<file path="config.mk">
export PLATFORM = sky130hd
export DESIGN_NAME = mem_port_arbiter
export DESIGN_NICKNAME = d
export VERILOG_FILES = /design/src/rtl/mem_port_arbiter.sv
export SDC_FILE = /design/constraint.sdc
export NUM_CORES = 1
export LEC_CHECK = 0
export ABC_AREA = 0
export BUFFER_PORTS_ARGS = -buffer_cell sky130_fd_sc_hd__buf_4
export CAP_MARGIN = 15
export CORE_ASPECT_RATIO = 1.5
export CORE_MARGIN = 4
export CORE_UTILIZATION = 46
export DETAILED_ROUTE_END_ITERATION = 7
export GPL_TIMING_DRIVEN = 0
export PLACE_DENSITY_LB_ADDON = 0.3
export RECOVER_POWER = 100
export SYNTH_ARGS = -nofsm -noshare
export SYNTH_HDL_FRONTEND = slang
export SYNTH_SLANG_ARGS = --single-unit
</file>
<file path="constraint.sdc">
create_clock -name clock -period 2.55 [get_ports clock]
set_input_delay 0.51 -clock clock [delete_from_list [all_inputs] [get_ports clock]]
set_output_delay 0.51 -clock clock [all_outputs]
set_load 0.01 [all_outputs]
</file>
<file path="src/rtl/mem_port_arbiter.sv">
// Arbitrates one single-port RAM between instruction fetch and load/store, with a
// starvation guard for fetch and a bounded RAM handshake that aborts into a sticky bus error.
module mem_port_arbiter #(
  parameter int unsigned ADDR_W       = 32,
  parameter int unsigned DATA_W       = 32,
  parameter int unsigned STARVE_LIMIT = 4,
  parameter int unsigned MAX_WAIT     = 15
) (
  input  logic              clock,
  input  logic              reset,
  // Instruction fetch port
  input  logic              if_req,
  input  logic [ADDR_W-1:0] if_addr,
  output logic [DATA_W-1:0] if_rdata,
  output logic              if_ready,
  // Load/store port
  input  logic              mem_req,
  input  logic              mem_we,
  input  logic [ADDR_W-1:0] mem_addr,
  input  logic [DATA_W-1:0] mem_wdata,
  output logic [DATA_W-1:0] mem_rdata,
  output logic              mem_ready,
  // RAM side
  output logic              ram_req,
  output logic              ram_we,
  output logic [ADDR_W-1:0] ram_addr,
  output logic [DATA_W-1:0] ram_wdata,
  input  logic [DATA_W-1:0] ram_rdata,
  input  logic              ram_ack,
  // Hazard / status
  output logic              if_stall,
  output logic              mem_stall,
  output logic              bus_err
);

  localparam int unsigned SW = $clog2(STARVE_LIMIT + 1);
  localparam int unsigned WW = $clog2(MAX_WAIT + 1);

  localparam logic [SW-1:0] StarveMax = SW'(STARVE_LIMIT);
  localparam logic [WW-1:0] WaitMax   = WW'(MAX_WAIT);

  localparam logic [1:0] StIdle    = 2'd0;
  localparam logic [1:0] StBusyIf  = 2'd1;
  localparam logic [1:0] StBusyMem = 2'd2;
  localparam logic [1:0] StResp    = 2'd3;

  logic [1:0]        state_q, state_d;
  logic              ram_req_q, ram_req_d;
  logic              ram_we_q, ram_we_d;
  logic [ADDR_W-1:0] ram_addr_q, ram_addr_d;
  logic [DATA_W-1:0] ram_wdata_q, ram_wdata_d;
  logic [DATA_W-1:0] if_rdata_q, if_rdata_d;
  logic              if_ready_q, if_ready_d;
  logic [DATA_W-1:0] mem_rdata_q, mem_rdata_d;
  logic              mem_ready_q, mem_ready_d;
  logic              bus_err_q, bus_err_d;
  logic [SW-1:0]     starve_cnt_q, starve_cnt_d;
  logic [WW-1:0]     wait_cnt_q, wait_cnt_d;

  logic starve_full;
  logic grant_if;
  logic grant_mem;
  logic busy;
  logic timeout;

  assign starve_full = (starve_cnt_q == StarveMax);
  // MEM has priority unless fetch has already been passed over STARVE_LIMIT times in a row.
  assign grant_if    = (state_q == StIdle) && if_req && (!mem_req || starve_full);
  assign grant_mem   = (state_q == StIdle) && mem_req && !grant_if;
  assign busy        = (state_q == StBusyIf) || (state_q == StBusyMem);
  assign timeout     = busy && !ram_ack && (wait_cnt_q == WaitMax);

  always_comb begin
    state_d      = state_q;
    ram_req_d    = ram_req_q;
    ram_we_d     = ram_we_q;
    ram_addr_d   = ram_addr_q;
    ram_wdata_d  = ram_wdata_q;
    if_rdata_d   = if_rdata_q;
    if_ready_d   = if_ready_q;
    mem_rdata_d  = mem_rdata_q;
    mem_ready_d  = mem_ready_q;
    bus_err_d    = bus_err_q;
    starve_cnt_d = starve_cnt_q;
    wait_cnt_d   = wait_cnt_q;

    case (state_q)
      StIdle: begin
        if (grant_mem) begin
          state_d     = StBusyMem;
          ram_req_d   = 1'b1;
          ram_we_d    = mem_we;
          ram_addr_d  = mem_addr;
          ram_wdata_d = mem_wdata;
          wait_cnt_d  = '0;
          if (!if_req) begin
            starve_cnt_d = '0;
          end else if (!starve_full) begin
            starve_cnt_d = starve_cnt_q + SW'(1);
          end
        end else if (grant_if) begin
          state_d      = StBusyIf;
          ram_req_d    = 1'b1;
          ram_we_d     = 1'b0;
          ram_addr_d   = if_addr;
          ram_wdata_d  = '0;
          wait_cnt_d   = '0;
          starve_cnt_d = '0;
        end
      end

      StBusyIf, StBusyMem: begin
        if (ram_ack || timeout) begin
          state_d    = StResp;
          ram_req_d  = 1'b0;
          wait_cnt_d = '0;
          if (timeout) begin
            bus_err_d = 1'b1;
          end
          // An aborted access returns zero rather than whatever is on ram_rdata.
          if (state_q == StBusyIf) begin
            if_ready_d = 1'b1;
            if_rdata_d = ram_ack ? ram_rdata : '0;
          end else begin
            mem_ready_d = 1'b1;
            mem_rdata_d = ram_ack ? ram_rdata : '0;
          end
        end else begin
          wait_cnt_d = wait_cnt_q + WW'(1);
        end
      end

      StResp: begin
        // Single response cycle keeps a still-held request from being granted twice.
        if_ready_d  = 1'b0;
        mem_ready_d = 1'b0;
        state_d     = StIdle;
      end

      default: begin
        state_d = StIdle;
      end
    endcase
  end

  always_ff @(posedge clock or negedge reset) begin
    if (!reset) begin
      state_q      <= StIdle;
      ram_req_q    <= 1'b0;
      ram_we_q     <= 1'b0;
      ram_addr_q   <= '0;
      ram_wdata_q  <= '0;
      if_rdata_q   <= '0;
      if_ready_q   <= 1'b0;
      mem_rdata_q  <= '0;
      mem_ready_q  <= 1'b0;
      bus_err_q    <= 1'b0;
      starve_cnt_q <= '0;
      wait_cnt_q   <= '0;
    end else begin
      state_q      <= state_d;
      ram_req_q    <= ram_req_d;
      ram_we_q     <= ram_we_d;
      ram_addr_q   <= ram_addr_d;
      ram_wdata_q  <= ram_wdata_d;
      if_rdata_q   <= if_rdata_d;
      if_ready_q   <= if_ready_d;
      mem_rdata_q  <= mem_rdata_d;
      mem_ready_q  <= mem_ready_d;
      bus_err_q    <= bus_err_d;
      starve_cnt_q <= starve_cnt_d;
      wait_cnt_q   <= wait_cnt_d;
    end
  end

  assign ram_req   = ram_req_q;
  assign ram_we    = ram_we_q;
  assign ram_addr  = ram_addr_q;
  assign ram_wdata = ram_wdata_q;
  assign if_rdata  = if_rdata_q;
  assign if_ready  = if_ready_q;
  assign mem_rdata = mem_rdata_q;
  assign mem_ready = mem_ready_q;
  assign bus_err   = bus_err_q;

  assign if_stall  = if_req & ~if_ready_q;
  assign mem_stall = mem_req & ~mem_ready_q;

endmodule
</file>
### Word-level counts from Yosys, hierarchy flattened

Cells that the tools add are included.

| word-level totals | value |
|---|---|
| bits in registers | 142 |
| bits of input ports | 134 |
| output and inout port bits | 135 |
| word-level logic and storage cells | 85 |

| cells by class | value |
|---|---|
| $add $sub $neg | 2 |
| equal/unequal tests | 10 |
| multiplexer cells | 29 |
| bitwise operators | 5 |
| reductions and logical operators | 27 |

Operators by type and width:

| kind | number |
|---|---|
| $mux 32 | 5 |
| $reduce_and 3->1 | 7 |
| $mux 3 | 4 |
| $mux 4 | 3 |
| $mux 1 | 9 |
| $pmux 4 s2 | 1 |
| $logic_and 1x1->1 | 6 |
| $mux 2 | 3 |
| $ne 2x2->1 const B | 3 |
| $ne 3x3->1 const B | 2 |
| $pmux 1 s2 | 3 |
| $pmux 2 s3 | 1 |
| $reduce_and 2->1 | 3 |
| $reduce_bool 2->1 | 3 |
| $add 4x1->4 const B | 1 |
| $eq 2x2->1 const B | 2 |
| $eq 4x4->1 const B | 1 |
| $add 3x1->3 const B | 1 |
| $eq 3x3->1 const B | 1 |
| $logic_not 1->1 | 3 |
| $logic_or 1x1->1 | 3 |
| $not 1->1 | 3 |
| $and 1x1->1 | 2 |
| $eq 2x1->1 const B | 1 |
| other kinds (2) | 2 |

### Longest topological paths before layout

Gate-level depths: netlist (run 1).

| logic depth | value |
|---|---|
| depth in word-level cells | 7 |
| gate-level depth with buffers | 8 |
| gate-level depth less buffers | 5 |

### Worst setup path after synthesis (run 1)

Ideal clock, no wire load.

| timing path | value |
|---|---|
| path kind | register to register |
| from | register state_q[0] |
| to | register mem_rdata_q[23], in the netlist mem_rdata[23] |
| library setup time | 125 ps |
| arrival | 1679 ps |
| required time | 2425 ps |
| path slack | 746 ps |
| cell stages (with the launch flop) | 7 |
| path buffers | 1 |
| clock period less this slack | 1804 ps |
| cell sequence | dfrtp_1 -> inv_1 -> ha_1 -> inv_1 -> nor3_4 -> buf_6 -> mux2_2 |

| between the ends | value |
|---|---|
| word-level cells in the longest chain between the ends | 6 |
| elaborated cells between the ends (all ways) | 9 |
| those cells by class | 2 x eq/ne; 1 x bitwise; 6 x reduce/logical |

Ends and longest elaborated chain:

| element | RTL line | source |
|---|---|---|
| from (decl) | 47 | `logic [1:0] state_q, state_d;` |
| from (signal assigned) | 148 | `state_q <= StIdle;` |
| from (signal assigned) | 161 | `state_q <= state_d;` |
| $eq 2x1->1 or $eq 2x2->1 (tied branches) | 70, 87, 121 |  |
| $logic_or 1x1->1 | 70 | `assign busy = (state_q == StBusyIf) \|\| (state_q == StBusyMem);` |
| $logic_and 1x1->1 (2 in a row) | 71 | `assign timeout = busy && !ram_ack && (wait_cnt_q == WaitMax);` |
| $logic_or 1x1->1 | 113 | `if (ram_ack \|\| timeout) begin` |
| $reduce_and 3->1 (no line) * | - |  |
| to (signal assigned) | 168 | `mem_rdata_q <= mem_rdata_d;` |
| to (decl) | 54 | `logic [DATA_W-1:0] mem_rdata_q, mem_rdata_d;` |

Every way passes the cells marked *; elsewhere a longest branch is shown, timed or not.
A chain may end at the register's enable or synchronous reset.

### Final worst setup path (run 1)

| timing path | value |
|---|---|
| from | register state_q[0] |
| to | register mem_rdata_q[18], in the netlist mem_rdata[18] |

The elaborated chain is that of the path after synthesis.

==> reports/qor.txt, run 1 <==
Reg power frac -> 0.361
Min Hold Slack -> 0.316 ns
hold buffers post-CTS -> 0
GR Util All Layers -> 0.246
drt initial violations -> 191
Std-Cell Rows -> 51
Skew-Pair Late Insertion Delay -> 0.41 ns
final number of setup-violating endpoints -> 0
pre-CTS setup slack -> 0.456 ns
clk sinks -> 142
YS warnings -> 0
worst reg-to-reg path cell count -> 6
sequential area share after synthesis -> 0.578
largest family of logic cells by synthesized area -> compound AO/OA/AOI/OAI gates
Remaining DRCs -> 0
number of port buffers -> 267
Synth Instances -> 525
total setup buffers inserted after CTS -> 0
starting density of the core -> 0.472
top area cells in the synthesized netlist -> dfrtp_1, a22o_1, a41oi_1, mux2_2, o21ai_0
Worst EP arrival -> 2.53 ns
final worst slack -> 0.303 ns
die height -> 150 um
CP Max Fanout -> 10
Mapped Avg Cell Area -> 11.7 um^2
fin crit period -> 2.25 ns
status -> finished, violations left
vias in the first global route -> 5935
Core ar. -> 0.0130 mm^2
critical path launch point type -> flop
I/O pin total -> 269
Yosys cell types -> 39
GPL Wtd Cong -> 0.863
slew of the pin with the lowest slew margin -> 1.99 ns
post-route design area -> 0.00848 mm^2
Resize count post-CTS -> 0
final worst-path cycle share -> 0.881
P&R area growth vs syn -> 37.9%
Post-Syn Nets -> 667
Routed WL -> 18800 um
vias -> 5537
simple-gate share of the synthesized area -> 0.0741
Clock Tree Buf Depth -> 2
ant diodes -> 0
largest area contributor in the netlist -> dfrtp_1
power density over cell area -> 1280 mW/mm^2
Die ar. -> 0.0153 mm^2
largest net degree at the start of global routing -> 80
failing checks -> capacitance limit, slew limit
Synth Area in Compound Gates -> 0.217
Slew headroom -> -0.329
Max H-tree Level -> 4
Worst VDD drop -> 0.621 mV
clock network fraction of total power -> 0.242
Worst Hold Class -> input pin to flop
Async S/R FF share, synth -> 1.00
Sw Ratio -> 0.382
Leak Pwr -> 3.89 nW
Int Pwr -> 6.68 mW
main flop type after synthesis -> dfrtp_1
GRT overflow -> 0
RSZ-0062 raised after global routing -> no
Die W -> 102 um
NumNets Final -> 954
setup TNS -> 0 ns
initial antenna violation count -> 0
crit path kind -> flop to flop
final hold vios -> 0
Final ANT Viol Nets -> 0
flops & latches, synth -> 142
DR vias/cell -> 5.63
CP Capture Type -> flop
Fmax -> 0.445 GHz
adder-cell area share of the yosys netlist -> 0.0163
XOR/XNOR share of the synthesized area -> 0.00142
number of max-cap violations -> 1
Comb power frac -> 0.396
Switch Pwr -> 4.13 mW
TritonCTS Buffers -> 17
post-DP HPWL -> 14200 um
CTS clk-pin slew, worst paths -> 0.06 ns
Cell Area, Synth -> 0.00615 mm^2
first-pass GRT wire length -> 29600 um
skew final -> 0.00967 ns
WL per Instance -> 19.1 um
Placed Area -> 0.00838 mm^2
CP required -> 2.84 ns
fraction of layout cells with a size suffix above 1 -> 0.255
CTS tree -> done
post-synthesis mux area share -> 0.0615
flop-to-flop setup slack -> 0.30 ns
CTS root buf -> clkbuf_16
max-slew violations -> 79
Hold Path Depth -> 2
number of synthesized flops with an enable pin -> 0
DRT Pass-1 Iters -> 5
Synth top area share -> 0.578
==> power groups by stage <==
stage                     sequential, mW  combinational, mW  clock, mW
after global routing                4.02               4.72       2.77
final                               3.91               4.29       2.62
after global placement              3.90               4.96          0
after floorplan                     4.32               2.24          0
after CTS                           3.93               5.15       2.66
after detailed placement            3.94               5.15          0
==> kinds of logic after synthesis <==
logic type,count (synthesis)
and+or+nand+nor,89
AOI/OAI and AO/OA,183
xor gates and xnor gates,1
muxes,35
DFF,142
adders and majority gates,8
buffers and inverters,67
==> cells in the mapped netlist, drive strengths merged (2+ instances only) <==
cell type    n
a21oi       33
a22o        54
a32o        13
a41oi       32
and2        22
and3         2
buf         21
clkbuf      27
dfrtp      142
ha           8
inv         19
mux2        22
mux2i       13
nand2       14
nand2b       2
nand3        5
nor2        35
nor2b        4
o21ai       41
o22ai        3
or4          2
==> placed cells by master (no fill, tap or decap), types with 2 or more instances in the layout <==
cell type,instances
a22o_1,54
o21ai_0,39
ha_1,8
and2_1,22
nand2b_1,2
inv_1,19
a32o_1,13
o22ai_1,3
clkinvlp_4,4
nor2b_1,4
inv_6,3
nand3_1,5
clkbuf_1,163
and3_1,2
mux2i_1,13
bufinv_16,3
clkbuf_16,17
buf_4,132
mux2_2,21
nand2_1,14
or4_1,2
buf_6,6
inv_8,4
nor2_1,35
a41oi_1,32
buf_2,8
a21oi_1,33
clkbuf_2,6
dfrtp_1,142
==> registers in the layout (all words and copies together), names as in the netlist, 2 cells and up <==
signal and cells:
ram_addr 32, ram_wdata 32, starve_cnt_q 3, if_rdata 32
wait_cnt_q 4, state_q 2, mem_rdata 32
==> stage by stage <==
stage,cells,power [mW],utilization
6_report,984,10.8,0.651
5_1_grt,984,11.5,0.651
4_1_cts,984,11.7,0.692
3_5_place_dp,952,9.09,0.644
3_3_place_gp,951,8.86,0.641
2_1_floorplan,525,6.56,-
==> worst max-delay path, stage by stage, from the launching register on <==
cell	delay (ns)
dfrtp_1	0.38
inv_1	0.11
ha_1	0.38
inv_1	0.13
nor3_2	0.54
buf_6	0.25
mux2_2	0.35
==> path summary, 6_finish.rpt <==
path,startpoint,end
worst min-delay path,mem_wdata[30],ram_wdata[30]
worst max-delay path,state_q[0],mem_rdata[18]
min in group asynchronous,reset,if_rdata[16]
worst max register to register,state_q[0],mem_rdata[18]
worst min register to register,bus_err,bus_err
max in group asynchronous,reset,ram_addr[28]
==> metal layers <==
| metal | vias up | wire (um) | global-route usage |
|---|---|---|---|
| met5 | - | 0 | 0 |
| li1 | 2509 | - | - |
| met2 | 260 | 9540 | 0.418 |
| met3 | 42 | 1530 | 0.0700 |
| met1 | 2726 | 7160 | 0.290 |
| met4 | 0 | 531 | 0.100 |
==> layout make-up <==
class                   instances  area, um^2
plain buffers                  48         241
clock inverters                15         200
inverters                      19        71.3
flip-flops and latches        142        3550
repair buffers                268        1530
multi-input cells             316        2260
fillers                      1089        4540
well taps                     159         199
clock buffers                  17         425
Note: power is estimated with default switching activity, not from simulation.
==> inputs of run 2 (changes only) <==
--- a/config.mk
+++ b/config.mk
@@ -13,8 +13,9 @@
 export CORE_UTILIZATION = 46
 export DETAILED_ROUTE_END_ITERATION = 7
 export GPL_TIMING_DRIVEN = 0
-export PLACE_DENSITY_LB_ADDON = 0.3
+export PLACE_DENSITY = 0.78
 export RECOVER_POWER = 100
+export SETUP_SLACK_MARGIN = 0.4
 export SYNTH_ARGS = -nofsm -noshare
 export SYNTH_HDL_FRONTEND = slang
 export SYNTH_SLANG_ARGS = --single-unit
==> run 2 against run 1 <==
The flow still finishes with violations (capacitance limit, slew limit). Critical path depth unchanged. Sequential power about the same. First-iteration DRC count up 18%. Count of clock-buffer cells in the layout up 1. Flip-flop and latch count unchanged. Die area unchanged. Clock power down 12%. Global-route usage about the same. Routed wire length up 2.0%. Non-clock buffer count up 3. Register-to-register slack better by 0.10 ns. Largest cell class unchanged.
==> reports/qor.txt, run 2 (synthesized netlist as in run 1, its figures left out) <==
drt initial violations -> 225 (+18%)
CP Capture Type -> flop
max-slew violations -> 67 (-15%)
most frequent cells in the layout -> clkbuf_1, dfrtp_1, buf_4
setup TNS -> 0 ns (unchanged)
Reg-to-Reg Start -> state_q[0]
flop-to-flop setup slack -> 0.40 ns (+0.10 ns)
Switch Pwr -> 4.08 mW (-1.2%)
first-pass GRT wire length -> 29500 um (-0.38%)
Remaining DRCs -> 0 (unchanged)
Clock Tree Buf Depth -> 2 (unchanged)
I/O pin total -> 269 (unchanged)
Leak Pwr -> 3.87 nW (-0.66%)
CTS root buf -> clkbuf_16
vias -> 5539 (+0.036%)
power density over cell area -> 1250 mW/mm^2 (-1.7%)
fin crit period -> 2.15 ns (-0.0998 ns)
final worst slack -> 0.403 ns (+0.0998 ns)
fraction of layout cells with a size suffix above 1 -> 0.259 (+0.00422)
Die ar. -> 0.0153 mm^2 (unchanged)
slew of the pin with the lowest slew margin -> 1.65 ns (-0.347 ns)
Routed WL -> 19100 um (+2.0%)
NumNets Final -> 957 (+0.31%)
die height -> 150 um (unchanged)
Die W -> 102 um (unchanged)
Core ar. -> 0.0130 mm^2 (unchanged)
Int Pwr -> 6.46 mW (-3.4%)
clock network fraction of total power -> 0.218 (-0.024)
CP required -> 2.84 ns (about the same)
Reg power frac -> 0.371 (+0.010)
skew final -> 0.0108 ns (+0.00117 ns)
status -> finished, violations left
Final ANT Viol Nets -> 0 (unchanged)
Max H-tree Level -> 4 (unchanged)
starting density of the core -> 0.472 (unchanged)
Worst Hold Class -> input pin to flop
Fmax -> 0.466 GHz (+4.7%)
CTS clk-pin slew, worst paths -> 0.06 ns (about the same)
TritonCTS Buffers -> 17 (unchanged)
post-DP HPWL -> 14300 um (+1.0%)
failing checks -> capacitance limit, slew limit
final hold vios -> 0 (unchanged)
hold buffers post-CTS -> 0 (unchanged)
Min Hold Slack -> 0.316 ns (-0.000875 ns)
worst reg-to-reg path cell count -> 6 (unchanged)
WL per Instance -> 19.4 um (+1.8%)
final worst-path cycle share -> 0.842 (-0.0392)
CP Max Fanout -> 10 (unchanged)
Final Util -> 0.646 (-0.00548)
Tot Pwr -> 10.5 mW (-2.5%)
GRT overflow -> 0 (unchanged)
pre-CTS setup slack -> 0.467 ns (+0.0117 ns)
ant diodes -> 0 (unchanged)
final number of setup-violating endpoints -> 0 (unchanged)
Setup crit end -> mem_rdata[16]
crit path kind -> flop to flop
CTS tree -> done
Slew headroom -> -0.0973 (+0.231)
number of port buffers -> 267 (unchanged)
P&R area growth vs syn -> 36.7%
RSZ-0062 raised after global routing -> no
worst setup path startpoint -> state_q[0]
initial antenna violation count -> 0 (unchanged)
DR vias/cell -> 5.62 (-0.17%)
GPL Wtd Cong -> 0.825 (-4.4%)
largest net degree at the start of global routing -> 78 (-2.5%)
Skew-Pair Late Insertion Delay -> 0.41 ns (about the same)
Sw Ratio -> 0.387 (+0.00531)
capturing point of the worst reg2reg path -> mem_rdata[16]
Std-Cell Rows -> 51 (unchanged)
critical path launch point type -> flop
Comb power frac -> 0.410 (+0.014)
GR Util All Layers -> 0.246 (about the same)
Worst EP arrival -> 2.44 ns (-0.09 ns)
DRT Pass-1 Iters -> 4 (-1)
vias in the first global route -> 5746 (-3.2%)
clk sinks -> 142 (unchanged)
Worst VDD drop -> 0.513 mV (-17%)
commonest non-fill, non-tap cell in the layout -> clkbuf_1
number of max-cap violations -> 1 (unchanged)
==> run 2: cell types whose count changed in the layout (fill, tap and decap cells not counted), moves of 2 or more <==
cell       before  now
buf_2           8   12
bufinv_16       3    1
clkbuf_1      163  161
clkbuf_4        0    2
clkinv_2        0    3
inv_8           4    0
==> run 2: what timing repair did <==
| action | CTS | global route |
|---|---|---|
| setup buffers | 0 | 3 |
| endpoints found under the setup margin | 0 | 31 |
| resized for setup | 0 | 6 |
==> run 2: layout make-up <==
class                   count  area [um^2]
multi-input cells         316         2270
fillers                  1152         4610
clock inverters            13          118
plain buffers              48          236
flip-flops and latches    142         3550
repair buffers            271         1530
inverters                  19         71.3
well taps                 159          199
clock buffers              18          429
==> run 2: per-layer routing <==
layer	GRT usage	vias up	routed length [um]
met5	0	-	0
met4	0.0998	0	510
met3	0.0630	38	1520
met2	0.420	244	9880
met1	0.292	2740	7230
li1	-	2517	-
==> run 2: power groups by stage <==
stage | clock network, mW | registers, mW | logic (mW)
after global placement | 0 | 3.90 | 4.97
after global routing | 2.44 | 4.04 | 4.75
after floorplan | 0 | 4.32 | 2.24
final | 2.30 | 3.91 | 4.33
after detailed placement | 0 | 3.94 | 5.14
after CTS | 2.34 | 3.93 | 5.16
==> run 2: per-stage QoR <==
stage | cells | cell area (um^2)
2_1_floorplan | 525 | 6150
3_3_place_gp | 951 | 8350
3_5_place_dp | 952 | 8380
4_1_cts | 983 | 8930
5_1_grt | 986 | 8410
6_report | 986 | 8410
==> run 2: worst max-delay path, stage by stage, from the launching register on <==
cell and delay (ns):
dfrtp_1 0.38, inv_1 0.10, ha_1 0.38, inv_1 0.15
nor3_4 0.30, clkbuf_2 0.34, mux2_2 0.38
==> run 2: worst min path at each step <==
stage	startpoint	endpoint	slack, ns	cells past startpoint
final	mem_wdata[16]	ram_wdata[16]	0.32	2
after global placement	bus_err	bus_err	0.45	1
after detailed placement	bus_err	bus_err	0.46	1
after global routing	mem_wdata[7]	ram_wdata[7]	0.30	2
after CTS	reset	if_rdata[18]	0.11	1
after floorplan	reset	bus_err	0.21	0
